--- src/rtl/clock_period_meter.sv ---
// Measures the period of a slow asynchronous square wave in i_clock cycles.
// Optional high-time measurement via `define CLOCK_PERIOD_METER_DUTY_EN.
module clock_period_meter #(
  parameter int unsigned WIDTH       = 20,
  parameter int unsigned SYNC_STAGES = 2
) (
  input  logic             i_clock,
  input  logic             i_reset_n,
  input  logic             i_sample,
  output logic [WIDTH-1:0] o_period,
  output logic             o_valid,
  output logic             o_edge,
  output logic             o_stalled
`ifdef CLOCK_PERIOD_METER_DUTY_EN
  ,
  output logic [WIDTH-1:0] o_high_time
`endif
);

  localparam logic [WIDTH-1:0] CNT_MAX = {WIDTH{1'b1}};
  localparam logic [WIDTH-1:0] CNT_ONE = WIDTH'(1);

  typedef enum logic [1:0] {
    IDLE    = 2'd0,
    MEASURE = 2'd1,
    STALLED = 2'd2
  } state_t;

  logic [SYNC_STAGES-1:0] r_sync;
  logic                   r_prev;
  logic                   w_s;
  logic                   w_rise;

  state_t                 r_state;
  state_t                 w_state_nxt;
  logic [WIDTH-1:0]       r_cnt;
  logic [WIDTH-1:0]       w_cnt_nxt;
  logic [WIDTH-1:0]       r_period;
  logic [WIDTH-1:0]       w_period_nxt;
  logic                   r_valid;
  logic                   w_valid_nxt;
  logic                   r_edge;
  logic                   r_stalled;
  logic                   w_stalled_nxt;

  // Synchroniser chain; SYNC_STAGES must be at least 2
  always_ff @(posedge i_clock or negedge i_reset_n) begin
    if (!i_reset_n) begin
      r_sync <= '0;
      r_prev <= 1'b0;
    end else begin
      r_sync <= {r_sync[SYNC_STAGES-2:0], i_sample};
      r_prev <= w_s;
    end
  end

  assign w_s    = r_sync[SYNC_STAGES-1];
  assign w_rise = w_s & ~r_prev;

  // State and output registers
  always_ff @(posedge i_clock or negedge i_reset_n) begin
    if (!i_reset_n) begin
      r_state   <= IDLE;
      r_cnt     <= '0;
      r_period  <= '0;
      r_valid   <= 1'b0;
      r_edge    <= 1'b0;
      r_stalled <= 1'b0;
    end else begin
      r_state   <= w_state_nxt;
      r_cnt     <= w_cnt_nxt;
      r_period  <= w_period_nxt;
      r_valid   <= w_valid_nxt;
      r_edge    <= w_rise;
      r_stalled <= w_stalled_nxt;
    end
  end

  // A rise in MEASURE wins over the stall check, so a period of CNT_MAX is still reported
  always_comb begin
    w_state_nxt   = r_state;
    w_cnt_nxt     = r_cnt;
    w_period_nxt  = r_period;
    w_valid_nxt   = 1'b0;
    w_stalled_nxt = r_stalled;
    case (r_state)
      IDLE: begin
        w_cnt_nxt = '0;
        if (w_rise) begin
          w_state_nxt = MEASURE;
          w_cnt_nxt   = CNT_ONE;
        end
      end
      MEASURE: begin
        if (w_rise) begin
          w_period_nxt = r_cnt;
          w_valid_nxt  = 1'b1;
          w_cnt_nxt    = CNT_ONE;
        end else if (r_cnt == CNT_MAX) begin
          w_state_nxt   = STALLED;
          w_stalled_nxt = 1'b1;
        end else begin
          w_cnt_nxt = r_cnt + CNT_ONE;
        end
      end
      STALLED: begin
        if (w_rise) begin
          w_state_nxt   = MEASURE;
          w_cnt_nxt     = CNT_ONE;
          w_stalled_nxt = 1'b0;
        end
      end
      default: begin
        w_state_nxt   = IDLE;
        w_cnt_nxt     = '0;
        w_stalled_nxt = 1'b0;
      end
    endcase
  end

  assign o_period  = r_period;
  assign o_valid   = r_valid;
  assign o_edge    = r_edge;
  assign o_stalled = r_stalled;

`ifdef CLOCK_PERIOD_METER_DUTY_EN
  logic [WIDTH-1:0] r_high_cnt;
  logic [WIDTH-1:0] r_high_hold;
  logic [WIDTH-1:0] r_high_time;
  logic             w_fall;

  assign w_fall = ~w_s & r_prev;

  // High-phase counter, captured on the fall and published alongside o_valid
  always_ff @(posedge i_clock or negedge i_reset_n) begin
    if (!i_reset_n) begin
      r_high_cnt  <= '0;
      r_high_hold <= '0;
      r_high_time <= '0;
    end else begin
      if (w_rise) begin
        r_high_cnt <= CNT_ONE;
      end else if (w_s && (r_high_cnt != CNT_MAX)) begin
        r_high_cnt <= r_high_cnt + CNT_ONE;
      end
      if (w_fall) begin
        r_high_hold <= r_high_cnt;
      end
      if (w_valid_nxt) begin
        r_high_time <= r_high_hold;
      end
    end
  end

  assign o_high_time = r_high_time;
`endif

endmodule

--- config.mk ---
export PLATFORM = sky130hd
export DESIGN_NAME = clock_period_meter
export DESIGN_NICKNAME = d
export VERILOG_FILES = /design/src/rtl/clock_period_meter.sv
export SDC_FILE = /design/constraint.sdc
export NUM_CORES = 1
export LEC_CHECK = 0
export CAP_MARGIN = 20
export CORE_UTILIZATION = 49
export DETAILED_ROUTE_END_ITERATION = 10
export GPL_TIMING_DRIVEN = 0
export PLACE_DENSITY_LB_ADDON = 0.25
export SLEW_MARGIN = 40
export SYNTH_ARGS = -nofsm -noshare
export SYNTH_HDL_FRONTEND = slang
export SYNTH_SLANG_ARGS = --single-unit
--- constraint.sdc ---
create_clock -name i_clock -period 1.7 [get_ports i_clock]
set_input_delay 0.51 -clock i_clock [delete_from_list [all_inputs] [get_ports i_clock]]
set_output_delay 0.51 -clock i_clock [all_outputs]
set_load 0.1 [all_outputs]
==> results.txt <==
Worst Path Buf+Inv -> 0
CTS tree -> built
overall power -> 2.78 mW
Syn Nets -> 193
total number of H-tree levels -> 2
Final Critical Period -> 1700 ps
DR iter-0 viols -> 204
routed wire length -> 5.02 mm
Post-synth top cells -> dfrtp_1, mux2_2, nand2_1
delay-heaviest family, CP -> simple AND/OR/NAND/NOR gates
RSZ-0062 raised after global routing -> true
Worst Hold Class -> input port to asynchronous set/reset pin
Leak -> 1.31 nW
Port Buffers -> 25
Worst VDD drop -> 0.000864 V
relative slew slack -> 0.678
CTS Sinks -> 48
DRT Pass-1 Iters -> 4
max-cap violations -> 0
Routed wire per std cell -> 17.7 um
number of synthesized register bits -> 48
max incr delay on CP -> 440 ps
Seq/Total Area, Yosys -> 0.550
chip height -> 68.7 um
Final Hold Vio Count -> 0
synthesized area per cell -> 11.5 um^2
count of cell types in the netlist -> 37
detailed placer's ending HPWL -> 3.23 mm
Startpoint Class -> register
worst setup slack after placement -> -323 ps
dpl cell area -> 2400 um^2
GRT Residual Overflow -> 0
Reg clk slew, reported paths -> 80 ps
crit path kind -> register to register
hold buffers post-CTS -> 0
die area -> 4720 um^2
r2r setup slk -> 5 ps
crit-path max FO -> 5
Via density -> 6.33
worst path cell trace -> ha_4 > nand2_2 > nor4_4 > nand2_1 > a2bb2oi_1 > o22a_1
clk_skew -> 7.48 ps
endpoints failing setup -> 0
cells after synthesis -> 189
worst flop-to-flop path endpoint -> r_cnt[0]$_DFFE_PN0P_
Post-synth EDFFs -> 0
Tcrit/Tclk final -> 0.997
cell with the most instances after synthesis -> dfrtp_1
Slowest-stage cell, CP -> dfrtp_1
status -> complete, no violations
Yosys top cell by area -> dfrtp_1
Ys Warns -> 0
Starting Density -> 0.527
setup TNS -> 0 ps
Final #Nets -> 237
Worst-Skew Late Latency -> 300 ps
count of final max-slew check failures -> 0
Syn Std Cell Area -> 2180 um^2
startpoint of the worst register-to-register path -> r_cnt[1]$_DFFE_PN0P_
FF/Latch Area -> 1210 um^2
GRT Util Overall -> 0.223
GPL Wtd Cong -> 0.864
largest net degree at the start of global routing -> 27
Top-Level Pins -> 26
Data arrival, critical path -> 1880 ps
WP data required -> 1880 ps
first-pass GRT wire length -> 7.53 mm
worst reg-to-reg path cell count -> 6
Clock Path Buffers -> 2
# fillers -> 327
Async SR Flop Fraction -> 1.00
# diodes -> 0
number of CTS-inserted buffers -> 5
post-route cell area -> 2680 um^2
vias in the first global route -> 1611
synth top area cells -> dfrtp_1, mux2_2, nand2_1
Primary FF master, synth -> dfrtp_1
CP endpoint kind -> register
clock root buffer -> clkbuf_8
area of the multi-input gates -> 1010 um^2
fmax -> 0.590 GHz
layout cells sized above 1 -> 0.419
Die Wd -> 68.7 um
core area -> 4140 um^2
Detail Route Antenna Nets -> 0
fin worst setup slack -> 4.84 ps
# DRC -> 0
pwr dens -> 1040 nW/um^2
Std-Cell Rows -> 23
antenna violations before repair -> 0
vias post-DR -> 1797
area grow syn2layout -> 22.6%
Synth top area share -> 0.550
Least-Margin Pin Slew -> 487 ps
==> cells by family (layout without fill, tap and decap cells) <==
logic type	count (synthesis)	after routing	synth area share
flops	48	48	0.550
fa+ha+maj	1	1	0.00573
mux	21	21	0.108
compound gates	45	45	0.149
buf+inv	11	56	0.0224
simple gates	63	63	0.165
==> worst max path at each step <==
| stage | start | to | cells past startpoint | slack (ps) |
|---|---|---|---|---|
| floorplan | r_cnt[0]$_DFFE_PN0P_ | r_cnt[11]$_DFFE_PN0P_ | 7 | 6 |
| global placement | i_reset_n | o_period[1]$_DFFE_PN0P_ | 1 | -1120 |
| detailed placement | r_cnt[0]$_DFFE_PN0P_ | r_cnt[0]$_DFFE_PN0P_ | 6 | -320 |
| CTS | r_cnt[5]$_DFFE_PN0P_ | r_cnt[0]$_DFFE_PN0P_ | 5 | -6 |
| global route | r_cnt[1]$_DFFE_PN0P_ | r_cnt[13]$_DFFE_PN0P_ | 6 | -50 |
| finish | r_cnt[1]$_DFFE_PN0P_ | r_cnt[0]$_DFFE_PN0P_ | 6 | 5 |
==> state kept, by name, indices dropped and copies added (netlist names) <==
name       count
o_edge         1
o_period      20
o_stalled      1
o_valid        1
r_cnt         20
r_prev         1
r_state        2
r_sync         2
==> routing by layer <==
layer | part of all wire | GRT usage | wire [um] | vias up
li1 | - | - | - | 805
met1 | 0.40 | 0.285 | 2010 | 885
met2 | 0.50 | 0.358 | 2510 | 86
met3 | 0.067 | 0.0526 | 336 | 21
met4 | 0.032 | 0.105 | 161 | 0
met5 | 0 | 0 | 0 | -
==> worst reg2reg max path, cell delays in order, from the launching register on <==
cell,delay [ps]
dfrtp_1,440
ha_4,200
nand2_2,70
nor4_4,300
nand2_1,190
a2bb2oi_1,170
o22a_1,200
==> per-stage QoR <==
stage                     hold WS (ps)  std cells   util
after floorplan                    214        189      -
after global placement             339        264  0.602
after detailed placement           337        265  0.579
after CTS                          101        274  0.609
after global routing               110        284  0.646
final                             93.6        284  0.646
==> report_power, final <==
| part | leakage (nW) | internal (mW) | switching [mW] | total [mW] |
|---|---|---|---|---|
| Combinational | 0.629 | 0.216 | 0.533 | 0.749 |
| Sequential | 0.632 | 1.23 | 0.0911 | 1.32 |
| Clock | 0.0445 | 0.331 | 0.372 | 0.703 |
| Total | 1.31 | 1.78 | 0.996 | 2.78 |
==> cells in the final DEF (no fill, tap or decap), types with 2 or more instances in the layout <==
cell type  netlist  layout
dfrtp_1         48      40
buf_2            3      24
mux2_2          20      20
nand2_1         20      18
buf_4            1      15
nand3_1         13      12
dfrtp_2          0       8
nor2_1           8       6
o21ai_0          6       6
a31oi_1          6       6
clkbuf_8         0       6
a21oi_1          5       5
inv_1            4       4
and3_1           4       4
o211ai_1         4       4
o311ai_1         0       4
o31ai_1          4       4
clkbuf_4         0       3
o41ai_1          5       3
nand2b_2         0       2
nand2_2          0       2
nand4_2          2       2
nor4_4           2       2
nand4_1          2       2
nor2_2           0       2
and2_1           3       2
o311ai_0         7       2
o41ai_2          0       2
==> cell type report <==
cell class / instances / share of cell area
Clock inverter: 1 / 0.00281
Timing Repair Buffer: 38 / 0.0907
Sequential cell: 48 / 0.453
Buffer: 6 / 0.0159
Inverter: 4 / 0.00561
Multi-Input combinational cell: 130 / 0.377
Tap cell: 50 / 0.0234
Clock buffer: 7 / 0.0323
==> timing repair <==
| item | 4_1_cts | 5_1_grt |
|---|---|---|
| pin swaps | 1 | 4 |
| gates resized for setup | 14 | 23 |
| setup endpoints to repair | 22 | 40 |
| buffers inserted | 2 | 10 |
(Power assumes the default switching activity.)
